===== src/rtl/imm_pkg.sv =====
// imm_pkg: shared types and constants for the immediate extender and its
// inverse (imm_pack). Extender users import this package as well.
//   imm_ctrl_t  : encoding selector carried next to the immediate fields
//   imm_state_t : imm_pack beat-sequencer states
//   IMM1_W/IMM2_W: widths of the two immediate fields
package imm_pkg;

    localparam int VAL_W  = 32;
    localparam int IMM1_W = 19;
    localparam int IMM2_W = 23;

    typedef enum logic [1:0] {
        IMM_ZX19 = 2'b00,
        IMM_SX19 = 2'b01,
        IMM_SX23 = 2'b10,
        IMM_NONE = 2'b11
    } imm_ctrl_t;

    typedef enum logic [1:0] {
        ST_IDLE,
        ST_ONE,
        ST_HI,
        ST_LO
    } imm_state_t;

endpackage


===== src/rtl/imm_pack_if.sv =====
// imm_pack_if: constant-in / encoded-beat-out handshake bundle.
//   in_valid/in_ready/in_value : constant offered by the front end
//   out_valid/out_ready        : encoded beat handshake
//   imm_1/imm_2/imm_ctrl       : immediate fields and encoding selector
//   out_hi/out_last/out_err    : split-beat position and error flag
// master = front end + instruction builder side, slave = imm_pack.
interface imm_pack_if;
    import imm_pkg::*;

    logic                 in_valid;
    logic                 in_ready;
    logic [VAL_W-1:0]     in_value;
    logic                 out_valid;
    logic                 out_ready;
    logic [IMM1_W-1:0]    imm_1;
    logic [IMM2_W-1:0]    imm_2;
    imm_ctrl_t            imm_ctrl;
    logic                 out_hi;
    logic                 out_last;
    logic                 out_err;

    modport master (
        output in_valid, in_value, out_ready,
        input  in_ready, out_valid, imm_1, imm_2, imm_ctrl, out_hi, out_last, out_err
    );

    modport slave (
        input  in_valid, in_value, out_ready,
        output in_ready, out_valid, imm_1, imm_2, imm_ctrl, out_hi, out_last, out_err
    );

endinterface


===== src/rtl/imm_classify.sv =====
// imm_classify: combinational class of a 32-bit constant, first match wins:
// ZX19, SX19, SX23, else IMM_NONE (needs a split). Only bits [31:18]
// decide the class, so only those are taken.
//   val_top in  14  value[31:18]
//   cls     out 2   class as imm_ctrl_t
module imm_classify
    import imm_pkg::*;
(
    input  logic [VAL_W-1:IMM1_W-1] val_top,
    output imm_ctrl_t               cls
);

    logic zx19, sx19, sx23;

    assign zx19 = ~|val_top[VAL_W-1:IMM1_W];
    assign sx19 = (&val_top) | ~(|val_top);
    assign sx23 = (&val_top[VAL_W-1:IMM2_W-1]) | ~(|val_top[VAL_W-1:IMM2_W-1]);

    always_comb begin
        cls = IMM_NONE;
        if (zx19)      cls = IMM_ZX19;
        else if (sx19) cls = IMM_SX19;
        else if (sx23) cls = IMM_SX23;
    end

endmodule


===== src/rtl/imm_pack.sv =====
// imm_pack: encodes a 32-bit constant into the narrowest immediate form
// (imm_1/imm_2/imm_ctrl). Constants that fit nothing become a hi/lo pair
// of zero-extended beats (ALLOW_SPLIT=1) or a single error beat (=0).
// Ports:
//   clk, rst : clock, synchronous active-high reset
//   bus      : imm_pack_if.slave (input handshake, encoded beat out)
//   split_count (IMM_PACK_STATS_EN only): saturating count of accepted
//               constants that needed a split
// Optional feature macro: IMM_PACK_STATS_EN.
// Outputs are decoded from registered state only, so they hold under
// backpressure without extra output registers.
module imm_pack
    import imm_pkg::*;
#(
    parameter int unsigned ALLOW_SPLIT = 1,
    parameter int unsigned LO_BITS     = 16
) (
    input  logic          clk,
    input  logic          rst,
    imm_pack_if.slave     bus
`ifdef IMM_PACK_STATS_EN
    ,
    output logic [15:0]   split_count
`endif
);

    if (LO_BITS < 13 || LO_BITS > 18) begin : g_bad_lo_bits
        $error("imm_pack: LO_BITS must be 13..18");
    end

    localparam logic [VAL_W-1:0] LO_MASK = (VAL_W'(1) << LO_BITS) - VAL_W'(1);

    imm_state_t        state_q, state_d;
    logic [VAL_W-1:0]  val_q;
    imm_ctrl_t         cls_q, in_cls;
    logic              accept, retire;

    logic              out_valid, out_hi, out_last, out_err, in_ready;
    logic [IMM1_W-1:0] imm_1;
    logic [IMM2_W-1:0] imm_2;
    imm_ctrl_t         imm_ctrl;

    imm_classify u_cls (
        .val_top (bus.in_value[VAL_W-1:IMM1_W-1]),
        .cls     (in_cls)
    );

    always_comb begin
        state_d   = state_q;
        out_valid = 1'b0;
        out_hi    = 1'b0;
        out_last  = 1'b0;
        out_err   = 1'b0;
        imm_1     = '0;
        imm_2     = '0;
        imm_ctrl  = IMM_NONE;

        case (state_q)
            ST_ONE: begin
                out_valid = 1'b1;
                out_last  = 1'b1;
                imm_ctrl  = cls_q;
                case (cls_q)
                    IMM_ZX19, IMM_SX19: imm_1 = val_q[IMM1_W-1:0];
                    IMM_SX23:           imm_2 = val_q[IMM2_W-1:0];
                    default:            out_err = 1'b1; // only reachable with ALLOW_SPLIT=0
                endcase
            end
            ST_HI: begin
                out_valid = 1'b1;
                out_hi    = 1'b1;
                imm_ctrl  = IMM_ZX19;
                imm_1     = IMM1_W'(val_q >> LO_BITS);
            end
            ST_LO: begin
                out_valid = 1'b1;
                out_last  = 1'b1;
                imm_ctrl  = IMM_ZX19;
                imm_1     = IMM1_W'(val_q & LO_MASK);
            end
            default: ;
        endcase

        // Retiring the last beat frees the value register in the same cycle,
        // so the next constant loads with no bubble.
        retire   = out_valid && bus.out_ready;
        in_ready = (state_q == ST_IDLE) || (retire && out_last);
        accept   = bus.in_valid && in_ready;

        if (accept)
            state_d = (in_cls == IMM_NONE && ALLOW_SPLIT != 0) ? ST_HI : ST_ONE;
        else if (retire)
            state_d = (state_q == ST_HI) ? ST_LO : ST_IDLE;
    end

    always_ff @(posedge clk) begin
        if (rst) state_q <= ST_IDLE;
        else     state_q <= state_d;
    end

    always_ff @(posedge clk) begin
        if (rst) begin
            val_q <= '0;
            cls_q <= IMM_NONE;
        end else if (accept) begin
            val_q <= bus.in_value;
            cls_q <= in_cls;
        end
    end

`ifdef IMM_PACK_STATS_EN
    always_ff @(posedge clk) begin
        if (rst)
            split_count <= '0;
        else if (accept && in_cls == IMM_NONE && split_count != 16'hFFFF)
            split_count <= split_count + 16'd1;
    end
`endif

    assign bus.in_ready  = in_ready;
    assign bus.out_valid = out_valid;
    assign bus.out_hi    = out_hi;
    assign bus.out_last  = out_last;
    assign bus.out_err   = out_err;
    assign bus.imm_1     = imm_1;
    assign bus.imm_2     = imm_2;
    assign bus.imm_ctrl  = imm_ctrl;

endmodule


===== src/flat_wrapper.sv =====
// flat-port wrapper written by rule: the top's interface ports become plain ports
module imm_pack_flat import imm_pkg::*;
#(
    parameter int unsigned ALLOW_SPLIT = 1,
    parameter int unsigned LO_BITS     = 16
)
  (clk, rst, bus_in_valid, bus_in_value, bus_out_ready, bus_in_ready, bus_out_valid, bus_imm_1, bus_imm_2, bus_imm_ctrl, bus_out_hi, bus_out_last, bus_out_err);
  imm_pack_if bus_i ();
  input  logic clk;
  input  logic rst;
  input wire logic [$bits(bus_i.in_valid)-1:0] bus_in_valid;
  input wire logic [$bits(bus_i.in_value)-1:0] bus_in_value;
  input wire logic [$bits(bus_i.out_ready)-1:0] bus_out_ready;
  output wire logic [$bits(bus_i.in_ready)-1:0] bus_in_ready;
  output wire logic [$bits(bus_i.out_valid)-1:0] bus_out_valid;
  output wire logic [$bits(bus_i.imm_1)-1:0] bus_imm_1;
  output wire logic [$bits(bus_i.imm_2)-1:0] bus_imm_2;
  output wire logic [$bits(bus_i.imm_ctrl)-1:0] bus_imm_ctrl;
  output wire logic [$bits(bus_i.out_hi)-1:0] bus_out_hi;
  output wire logic [$bits(bus_i.out_last)-1:0] bus_out_last;
  output wire logic [$bits(bus_i.out_err)-1:0] bus_out_err;
  assign bus_i.in_valid = bus_in_valid;
  assign bus_i.in_value = bus_in_value;
  assign bus_i.out_ready = bus_out_ready;
  assign bus_in_ready = bus_i.in_ready;
  assign bus_out_valid = bus_i.out_valid;
  assign bus_imm_1 = bus_i.imm_1;
  assign bus_imm_2 = bus_i.imm_2;
  assign bus_imm_ctrl = bus_i.imm_ctrl;
  assign bus_out_hi = bus_i.out_hi;
  assign bus_out_last = bus_i.out_last;
  assign bus_out_err = bus_i.out_err;
  imm_pack #(.ALLOW_SPLIT(ALLOW_SPLIT), .LO_BITS(LO_BITS)) u_core (.clk(clk), .rst(rst), .bus(bus_i));
endmodule

===== config.mk =====
export PLATFORM = sky130hd
export DESIGN_NAME = imm_pack_flat
export DESIGN_NICKNAME = d
export VERILOG_FILES = /design/src/rtl/imm_pkg.sv /design/src/rtl/imm_pack_if.sv /design/src/rtl/imm_classify.sv /design/src/rtl/imm_pack.sv /design/src/flat_wrapper.sv
export SDC_FILE = /design/constraint.sdc
export NUM_CORES = 1
export LEC_CHECK = 0
export BUFFER_PORTS_ARGS = -buffer_cell sky130_fd_sc_hd__buf_4
export CAP_MARGIN = 20
export CELL_PAD_IN_SITES_DETAIL_PLACEMENT = 1
export CELL_PAD_IN_SITES_GLOBAL_PLACEMENT = 2
export CORE_MARGIN = 2
export CORE_UTILIZATION = 26
export CTS_CLUSTER_SIZE = 24
export DETAILED_ROUTE_END_ITERATION = 8
export GPL_TIMING_DRIVEN = 0
export PLACE_DENSITY = 0.81
export SKIP_LAST_GASP = 1
export SLEW_MARGIN = 20
export SYNTH_ARGS = -nofsm -noshare
export SYNTH_HDL_FRONTEND = slang
export SYNTH_SLANG_ARGS = --single-unit
export TNS_END_PERCENT = 1

===== constraint.sdc =====
create_clock -name clk -period 3.1 [get_ports clk]
set_input_delay 0.31 -clock clk [delete_from_list [all_inputs] [get_ports clk]]
set_output_delay 0.31 -clock clk [all_outputs]
set_load 0.05 [all_outputs]

==> implementation parameters, run 1 <==
Parameter                              Value

CTS
  Post-CTS sizing ... 0
  Buffer cell driving the clock tree root ... sky130_fd_sc_hd__clkbuf_8
  Inserted Clock Buffers ... 5
  Clock tree from TritonCTS ... yes
  Clock sink total ... 36
  Clock latency of the later-clocked register in the worst-skew pair ... 290 ps
  Buffers from clock root to sink, at most ... 2
  Clock transition at the registers of the reported paths ... 70 ps
  CTS H-Tree Depth ... 2
  CTS Hold Bufs ... 0
  Post-CTS repair timing setup buffer count ... 0

Run
  Number of max-capacitance violations reported ... 0

Placed design
  Routability-driven placement congestion ratio ... between 0.7 and 0.8
  Buffers on Ports ... just over 80
  Detailed placement HPWL ... slightly below 5 mm

Pwr
  Share of total power consumed by net switching ... 33.4%
  Largest vdd supply drop ... 0.143 mV
  Clk pwr share ... roughly 28%
  Power per cell area ... roughly 440 nW/um2
  Combinational share of power ... a little over a quarter
  Leakage power total ... around 0.0012 uW
  Internal Pwr Total ... between 700 and 800 uW
  Switching component of the power ... 378 uW
  Flop pwr share ... between 40 and 50%
  Pwr Total ... about 1100 uW

GRT
  Wire length of the first global-routing pass ... between 9 and 10 mm
  Total Routing Usage GR ... 16.7%
  Layer carrying the most global-route usage ... met2
  Global-route track usage on met3 ... 4.19%
  Vias in the first global route ... 1,917
  Routing usage on met1 ... roughly 22%
  GRT met2 Usage ... between 20% and 30%
  Largest net degree at the start of global routing ... 11
  Antenna violations before repair ... 0
  Aggregate global routing overflow ... 0

Routing
  Via Count ... roughly 1,900
  Routed Wire Length ... a little over 6 mm
  Iter 0 DRT Violations ... 52
  Antenna Nets Post-Route ... 0
  First-pass detailed-route iteration total ... 4
  Ratio of routed vias to standard cells ... ~4.8
  Number of remaining DRC errors ... 0
  Post-detailed-route wirelength per cell ... about 15 um

Critical path
  Arrival @ worst endpoint ... 2000 ps
  Capturing element type of the critical path ... primary output
  Critical setup path kind ... flip-flop to primary output
  Kind of launch point of the worst setup path ... flip-flop
  Required time reported for the critical path endpoint ... about 2800 ps
  Largest fanout on the critical path ... 10

Die
  Height of the die ... 86.8 um
  Die Area ... 7540 um2
  Effective utilization at floorplan ... 26.6%
  Die W ... ~87 um
  Placeable core region ... about 6700 um2
  Number of placement rows ... 30
  Count of pins on the block boundary ... 85

Finish
  Core occupancy in the finished layout ... slightly below 40%
  Leading cell types in the layout, fill and taps excluded ... sky130_fd_sc_hd__buf_4 (86), sky130_fd_sc_hd__nand2_1 (69), sky130_fd_sc_hd__a21oi_1 (36), sky130_fd_sc_hd__dfxtp_1 (36), sky130_fd_sc_hd__and2_1 (26)
  Filler instances ... between 800 and 900
  Relative area change from synthesis to final layout ... 44.9%
  Total Nets Final ... around 360
  Commonest non-fill, non-tap cell in the layout ... sky130_fd_sc_hd__buf_4
  Antenna diodes ... 0
  Layout cell share with drive strength beyond 1 ... roughly a third

Timing
  Tcrit/Tclk final ... roughly 75%
  Setup TNS ... 0 ps
  RSZ-0062 raised after global routing ... no
  Worst-margin pin slew ... between 400 and 500 ps
  Number of setup violations in the final report ... 0
  Fmax ... roughly 0.43 GHz
  Worst rel slew slack ... a little under 70%
  Number of failing hold endpoints at the final stage ... 0
  Final critical delay including setup and external delays ... around 2300 ps
  Layout Skew ... between 2 and 3 ps
  Number of pins with negative max-slew slack in the final report ... 0

Logic synthesis
  Synth warnings ... 0
  Synth Area in XOR/XNOR ... 0%
  Share of the yosys chip area belonging to registers ... roughly 40%
  Primary FF master, synth ... sky130_fd_sc_hd__dfxtp_1
  Multiplexer fraction of the synthesized cell area ... 0%
  Synthesized instance count ... about 230
  Syn_nets ... between 200 and 300
  Share of synthesized registers carrying an async set or reset ... 0%
  Distinct cells, synth ... 29
  Post-synthesis compound-gate area fraction ... approximately 23%
  Mean area per synthesized cell ... 7.69 um2
  Post-Synth Simple-Gate Area ... between 30% and 40%
  Adder-Cell Fraction of Synth Area ... 0%
  Count of flip-flops with a built-in enable after synthesis ... 0
  Post-Synthesis Cell Area ... between 1500 and 2000 um2
  Register bit total from synthesis ... 36
  Largest family of logic cells by synthesized area ... simple AND/OR/NAND/NOR gates

Hold path
  Worst min-delay path category ... input pin to flip-flop

Outcome
  Status ... completed
-- state kept, by name (all words and copies together) (netlist names) --
name / flops
u_core.state_q: 2
u_core.val_q: 32
u_core.cls_q: 2
-- cell families after synthesis --
kind of cell | count (synthesis)
flip-flops | 36
AO/OA/AOI/OAI | 61
AND/OR/NAND/NOR | 114
buffers and inverters | 21
-- layout make-up --
type | instances | area (um2) | area share (%)
Timing Repair Buffer | 83 | 623 | 24.1
Buffer | 16 | 88.8 | 3.44
Clock buffer | 6 | 72.6 | 2.81
Multi-Input combinational cell | 175 | 956 | 37.0
Tap cell | 80 | 100 | 3.87
Clock inverter | 1 | 5.00 | 0.194
Inverter | 5 | 18.8 | 0.726
Sequential cell | 36 | 721 | 27.9
-- worst paths after layout --
path | from | end | slack [ps] | depth (start not counted)
worst max-delay path | u_core.state_q[0] | bus_imm_2[6] | 790 | 5
worst min-delay path | rst | u_core.val_q[27] | 250 | 2
worst max register to register | u_core.state_q[1] | u_core.val_q[15] | 1620 | 5
worst min register to register | u_core.val_q[28] | u_core.val_q[28] | 460 | 2
-- layer usage --
metal,vias up,share of wire [%]
met4,0,1.7
met1,888,46
met3,8,4.4
li1,966,-
met2,48,48
met5,-,0
-- metrics by stage --
step,cell area (um2),std cells,setup slack (ps),hold WS [ps]
floorplan,1780,232,1070,433
global placement,2510,395,1070,444
detailed placement,2510,395,1060,451
CTS,2580,402,747,241
global route,2580,402,628,241
finish,2580,402,786,249
-- synth_stat cells (2+ instances only) --
cell type	n	area (um2)
sky130_fd_sc_hd__a21oi_1	36	180
sky130_fd_sc_hd__a221o_1	2	20.0
sky130_fd_sc_hd__a22o_1	16	140
sky130_fd_sc_hd__and2_1	26	163
sky130_fd_sc_hd__and3_1	2	12.5
sky130_fd_sc_hd__and4_1	2	17.5
sky130_fd_sc_hd__buf_2	6	30.0
sky130_fd_sc_hd__buf_4	3	22.5
sky130_fd_sc_hd__clkbuf_1	6	22.5
sky130_fd_sc_hd__dfxtp_1	36	721
sky130_fd_sc_hd__inv_1	5	18.8
sky130_fd_sc_hd__nand2_1	69	259
sky130_fd_sc_hd__nand4_1	3	18.8
sky130_fd_sc_hd__nor2_1	3	11.3
sky130_fd_sc_hd__nor3_1	2	10.0
sky130_fd_sc_hd__nor4_2	2	25.0
-- worst max-delay path: stages, from the launching register on --
cell and delay [ps]:
sky130_fd_sc_hd__dfxtp_1 350, sky130_fd_sc_hd__buf_2 230, sky130_fd_sc_hd__and4_1 350, sky130_fd_sc_hd__clkbuf_1 370
sky130_fd_sc_hd__and2_1 210, sky130_fd_sc_hd__buf_4 200
-- power by group through the flow --
stage / Sequential (uW) / Clock (uW) / Combinational [uW]
after floorplan: 524 / 0 / 188
after global placement: 534 / 0 / 293
after detailed placement: 535 / 0 / 297
after CTS: 524 / 330 / 298
after global routing: 528 / 352 / 323
final: 523 / 316 / 295
No activity file was read; power rests on OpenSTA's default activity.
==> inputs of run 2 (changes only) <==
Settings changed: CORE_UTILIZATION 26 to 22, PLACE_DENSITY 0.81 to 0.73.
Clock period 3.1 ns to 2.05 ns, I/O delays scaled along.
==> implementation parameters, run 2 (same netlist as run 1, synthesis figures left out) <==
Parameter                              Value

Placed design
  Worst slack, placed ... roughly 120 ps
  Detailed placement HPWL ... roughly 5.0 mm
  Cell Area, Placed ... between 2000 and 3000 um2
  Buffers on Ports ... between 80 and 90
  Routability-driven placement congestion ratio ... approximately 0.74

Timing
  Worst rel slew slack ... roughly two thirds
  Worst-margin pin slew ... approximately 500 ps
  Layout Skew ... 8.53 ps
  Number of failing hold endpoints at the final stage ... 0
  RSZ-0062 raised after global routing ... yes
  Final critical delay including setup and external delays ... between 1500 and 2000 ps
  Number of pins with negative max-slew slack in the final report ... 0
  Fmax ... 0.507 GHz
  Tcrit/Tclk final ... slightly below 100%
  Number of setup violations in the final report ... 0
  Worst Setup Slack, final ... ~79 ps

CTS
  Clock transition at the registers of the reported paths ... ~80 ps
  CTS H-Tree Depth ... 2
  Buffer cell driving the clock tree root ... sky130_fd_sc_hd__clkbuf_8
  Inserted Clock Buffers ... 5
  CTS Hold Bufs ... 0
  Clock tree from TritonCTS ... yes
  Buffers from clock root to sink, at most ... 2
  Clock sink total ... 36
  Clock latency of the later-clocked register in the worst-skew pair ... 290 ps

Critical path
  Largest fanout on the critical path ... 10
  Critical Path Most Common Cell ... sky130_fd_sc_hd__clkbuf_4
  Required time reported for the critical path endpoint ... roughly 1900 ps
  Cell type of the slowest stage on the worst timing path ... sky130_fd_sc_hd__dfxtp_1
  Buffers plus inverters on the worst setup path ... 3
  Cell class contributing the biggest share of worst-path delay ... buffers and inverters
  Kind of launch point of the worst setup path ... flip-flop
  Arrival @ worst endpoint ... between 1500 and 2000 ps
  Worst stage delay on the critical path ... around 380 ps
  Capturing element type of the critical path ... primary output
  Ordered list of cells on the worst path ... clkbuf_4, and4_2, clkbuf_4, and2_1, buf_4
  Critical setup path kind ... flip-flop to primary output

GRT
  Aggregate global routing overflow ... 0
  Wire length of the first global-routing pass ... between 10 and 15 mm
  Largest net degree at the start of global routing ... 12
  Antenna violations before repair ... 0
  Vias in the first global route ... slightly below 2,000
  Total Routing Usage GR ... 15.1%

Pwr
  Power per cell area ... 700 nW/um2
  Largest vdd supply drop ... ~0.33 mV
  Leakage power total ... approximately 0.0012 uW
  Pwr Total ... about 1900 uW

Routing
  Antenna Nets Post-Route ... 0
  Number of remaining DRC errors ... 0
  Via Count ... 1,941
  First-pass detailed-route iteration total ... 4
  Iter 0 DRT Violations ... 43
  Routed Wire Length ... between 6 and 7 mm
  Post-detailed-route wirelength per cell ... between 15 and 20 um
  Ratio of routed vias to standard cells ... 4.51

Finish
  Commonest non-fill, non-tap cell in the layout ... sky130_fd_sc_hd__buf_4
  Total Nets Final ... between 300 and 400
  Layout cell share with drive strength beyond 1 ... a little over a third
  Antenna diodes ... 0
  Core occupancy in the finished layout ... between 30% and 40%
  Relative area change from synthesis to final layout ... 51.8%
  Largest registers ... u_core.val_q x32, u_core.cls_q x2, u_core.state_q x2
  Leading cell types in the layout, fill and taps excluded ... sky130_fd_sc_hd__buf_4 (92), sky130_fd_sc_hd__nand2_1 (69), sky130_fd_sc_hd__a21oi_1 (36), sky130_fd_sc_hd__dfxtp_1 (36), sky130_fd_sc_hd__and2_1 (26)
  Largest register FFs ... 32
  Biggest register ... u_core.val_q
  Post-Layout Inst Area ... between 2000 and 3000 um2

Die
  Height of the die ... 94.1 um
  Die Area ... 8850 um2
  Effective utilization at floorplan ... between 20% and 30%
  Placeable core region ... between 7000 and 8000 um2
  Count of pins on the block boundary ... 85
  Die W ... about 94 um
  Number of placement rows ... 32

Run
  Number of max-capacitance violations reported ... 0

Hold path
  Worst min-delay path category ... input pin to flip-flop

Outcome
  Status ... completed
-- run 2: power by group --
group          total, uW  switching, uW  internal (uW)
sequential           792           40.9            751
combinational        472            296            176
clock                632            270            361
-- run 2: routing by layer --
metal  global-route usage [%]  part of all wire, %
met2                     26.0                   48
met1                     19.1                   46
met4                     3.74                 0.65
met3                     3.45                  5.0
met5                        0                    0
-- run 2: worst reg2reg max path, stage by stage, from the launching register on --
cell,delay (ps)
sky130_fd_sc_hd__dfxtp_1,360
sky130_fd_sc_hd__or2_1,270
sky130_fd_sc_hd__a21oi_2,250
sky130_fd_sc_hd__buf_2,290
sky130_fd_sc_hd__nand2_1,100
sky130_fd_sc_hd__a21oi_1,120
-- run 2: cell type report --
class,instances,area (um2)
inverter,5,18.8
buffer,16,104
fill,973,5100
sequential,36,721
multi-input combinational,175,970
clock buffer,6,72.6
clock inverter,2,35.0
tap,102,128
timing repair buffer,88,661
-- run 2: per-stage QoR --
stage | TNS, ps | hold WS (ps) | instances
after floorplan | 0 | 338 | 232
after global placement | 0 | 444 | 417
after detailed placement | 0 | 449 | 417
after CTS | -21.9 | 135 | 425
after global routing | -268 | 145 | 430
final | 0 | 145 | 430
-- run 2: path summary, 6_finish.rpt --
check                           slack (ps)                to              start  cells past startpoint
worst max-delay path                    80     bus_imm_2[13]  u_core.state_q[0]                      5
worst min-delay path                   150  u_core.val_q[27]                rst                      2
worst max register to register         590  u_core.val_q[22]  u_core.state_q[1]                      5
worst min register to register         460  u_core.val_q[29]   u_core.val_q[29]                      2
-- run 2: timing repair --
action / in CTS / in global routing
pin swaps: 0 / 2
buffers inserted: 0 / 5
resized for setup: 8 / 4
endpoints found under the setup margin: 31 / 30
==> inputs of run 3 (changes only) <==
Settings changed: PLACE_DENSITY 0.73 to unset, PLACE_DENSITY_LB_ADDON set to 0.1.
==> implementation parameters, run 3 (same netlist as run 1, synthesis figures left out) <==
Parameter                              Value

Outcome
  Status ... completed

Timing
  Final critical delay including setup and external delays ... ~1900 ps
  Worst hold margin ... around 150 ps
  Worst-margin pin slew ... 500 ps
  Setup TNS ... 0 ps
  Worst rel slew slack ... around 67%
  Fmax ... about 0.52 GHz
  RSZ-0062 raised after global routing ... yes
  Number of pins with negative max-slew slack in the final report ... 0
  Number of setup violations in the final report ... 0
  Tcrit/Tclk final ... 93.2%
  Worst Setup Slack, final ... 139 ps
  Layout Skew ... ~2.0 ps
  Number of failing hold endpoints at the final stage ... 0

Die
  Die W ... 94.1 um
  Placeable core region ... between 7000 and 8000 um2
  Die Area ... between 8000 and 9000 um2
  Height of the die ... 94.1 um
  Count of pins on the block boundary ... between 80 and 90
  Number of placement rows ... 32
  Effective utilization at floorplan ... 22.9%

Finish
  Sequential standard cell area ... 721 um2
  Relative area change from synthesis to final layout ... 49.6%
  Antenna diodes ... 0
  Leading cell types in the layout, fill and taps excluded ... sky130_fd_sc_hd__buf_4 (91), sky130_fd_sc_hd__nand2_1 (69), sky130_fd_sc_hd__a21oi_1 (36), sky130_fd_sc_hd__dfxtp_1 (36), sky130_fd_sc_hd__and2_1 (26)
  Area of the multi-input gates ... 971 um2
  Largest registers ... u_core.val_q x32, u_core.cls_q x2, u_core.state_q x2
  Filler instances ... around 1,000
  Post-Layout Inst Area ... ~2700 um2
  Largest register FFs ... 32
  Layout cell share with drive strength beyond 1 ... about a third
  Commonest non-fill, non-tap cell in the layout ... sky130_fd_sc_hd__buf_4
  Biggest register ... u_core.val_q
  Total Nets Final ... 360

Critical path
  Worst stage delay on the critical path ... roughly 430 ps
  Required time reported for the critical path endpoint ... between 1500 and 2000 ps
  Kind of launch point of the worst setup path ... flip-flop
  Largest fanout on the critical path ... 10
  Capturing element type of the critical path ... primary output
  Cell type of the slowest stage on the worst timing path ... sky130_fd_sc_hd__dfxtp_1
  Arrival @ worst endpoint ... between 1500 and 2000 ps
  Critical setup path kind ... flip-flop to primary output
  Cell class contributing the biggest share of worst-path delay ... buffers and inverters
  Ordered list of cells on the worst path ... inv_2, nor2_4, clkbuf_4, a22o_1, buf_4
  Buffers plus inverters on the worst setup path ... 3

Routing
  Ratio of routed vias to standard cells ... approximately 4.5
  Iter 0 DRT Violations ... 34
  Met3 WL post-DR ... 279 um
  Antenna Nets Post-Route ... 0
  Post-detailed-route wirelength per cell ... 15.3 um
  Met2 wire length ... 3.01 mm
  Routed Wire Length ... 6.55 mm
  Metal1 wirelength ... 3.20 mm
  First-pass detailed-route iteration total ... 4
  Via Count ... approximately 1,900
  Top routing layer in use ... met4
  Number of remaining DRC errors ... 0

Pwr
  Combinational share of power ... roughly a quarter
  Switching component of the power ... between 500 and 600 uW
  Internal Pwr Total ... about 1200 uW
  Largest vdd supply drop ... around 0.28 mV
  Clk pwr share ... between 20 and 30%
  Power per cell area ... about 670 nW/um2
  Flop pwr share ... around 44%
  Leakage power total ... approximately 0.0012 uW
  Share of total power consumed by net switching ... between 30% and 40%

GRT
  Antenna violations before repair ... 0
  Total Routing Usage GR ... between 10% and 20%
  Wire length of the first global-routing pass ... just over 10 mm
  Aggregate global routing overflow ... 0
  Largest net degree at the start of global routing ... 11
  Vias in the first global route ... roughly 1,900

CTS
  Clock sink total ... 36
  Inserted Clock Buffers ... 5
  Clock tree from TritonCTS ... yes
  Buffer cell driving the clock tree root ... sky130_fd_sc_hd__clkbuf_8
  Clock transition at the registers of the reported paths ... ~70 ps
  Buffers from clock root to sink, at most ... 2
  CTS H-Tree Depth ... 2
  Clock latency of the later-clocked register in the worst-skew pair ... about 280 ps
  CTS Hold Bufs ... 0

Placed design
  Routability-driven placement congestion ratio ... slightly above 0.7
  Buffers on Ports ... between 80 and 90
  Detailed placement HPWL ... between 5 and 6 mm
  Cell Area, Placed ... between 2000 and 3000 um2
  Worst slack, placed ... around 55 ps

Run
  Number of max-capacitance violations reported ... 0

Hold path
  Worst min-delay path category ... input pin to flip-flop
-- run 3: cell count changes in the layout (fill, tap and decap cells not counted) --
cell                        previous run  this run
sky130_fd_sc_hd__clkbuf_4              4         2
sky130_fd_sc_hd__and4_2                1         0
sky130_fd_sc_hd__and4_4                0         1
sky130_fd_sc_hd__buf_4                92        91
sky130_fd_sc_hd__bufinv_16             1         0
sky130_fd_sc_hd__clkbuf_1              5         6
sky130_fd_sc_hd__clkbuf_8              6         7
sky130_fd_sc_hd__clkinv_2              1         0
-- run 3: power by group through the flow --
| stage | registers (uW) | clock network (uW) | logic (uW) |
|---|---|---|---|
| global route | 801 | 576 | 505 |
| global placement | 808 | 0 | 455 |
| detailed placement | 809 | 0 | 457 |
| finish | 792 | 531 | 462 |
| CTS | 793 | 549 | 463 |
| floorplan | 793 | 0 | 285 |
-- run 3: timing repair --
action,4_1_cts,5_1_grt
setup buffers,0,2
pin swaps,0,1
endpoints found under the setup margin,31,30
gates resized for setup,9,5
-- run 3: final cells by class --
class,count,area share [%]
buffer,16,3.89
clock buffer,8,3.37
inverter,5,0.703
multi-input combinational,175,36.4
sequential,36,27.0
tap,102,4.78
timing repair buffer,85,23.9
-- run 3: per-stage QoR --
step | util [%] | power, uW | cells
after floorplan | - | 1080 | 232
after global placement | 32.5 | 1260 | 417
after detailed placement | 32.5 | 1270 | 417
after CTS | 33.9 | 1810 | 425
after global routing | 34.2 | 1880 | 427
final | 34.2 | 1790 | 427
-- run 3: final timing paths --
path | slack, ps | end | cells after the start | start
hold reg to reg | 460 | u_core.val_q[25] | 2 | u_core.val_q[25]
hold / removal | 150 | u_core.val_q[27] | 2 | rst
setup reg to reg | 590 | u_core.val_q[13] | 5 | u_core.state_q[1]
setup / recovery | 140 | bus_imm_1[8] | 5 | u_core.state_q[1]
-- run 3: worst reg2reg max path: cells and delay by family (launching register included) --
kind / cells / cell delay, ps
flip-flops: 1 / 360
AND/OR/NAND/NOR: 2 / 360
AO/OA/AOI/OAI: 2 / 370
buffers and inverters: 1 / 300
-- run 3: routing by layer --
| layer | global-route usage (%) | vias up |
|---|---|---|
| met5 | 0 | - |
| met4 | 3.99 | 0 |
| met3 | 2.81 | 5 |
| met2 | 24.6 | 46 |
| met1 | 20.3 | 898 |
| li1 | - | 976 |
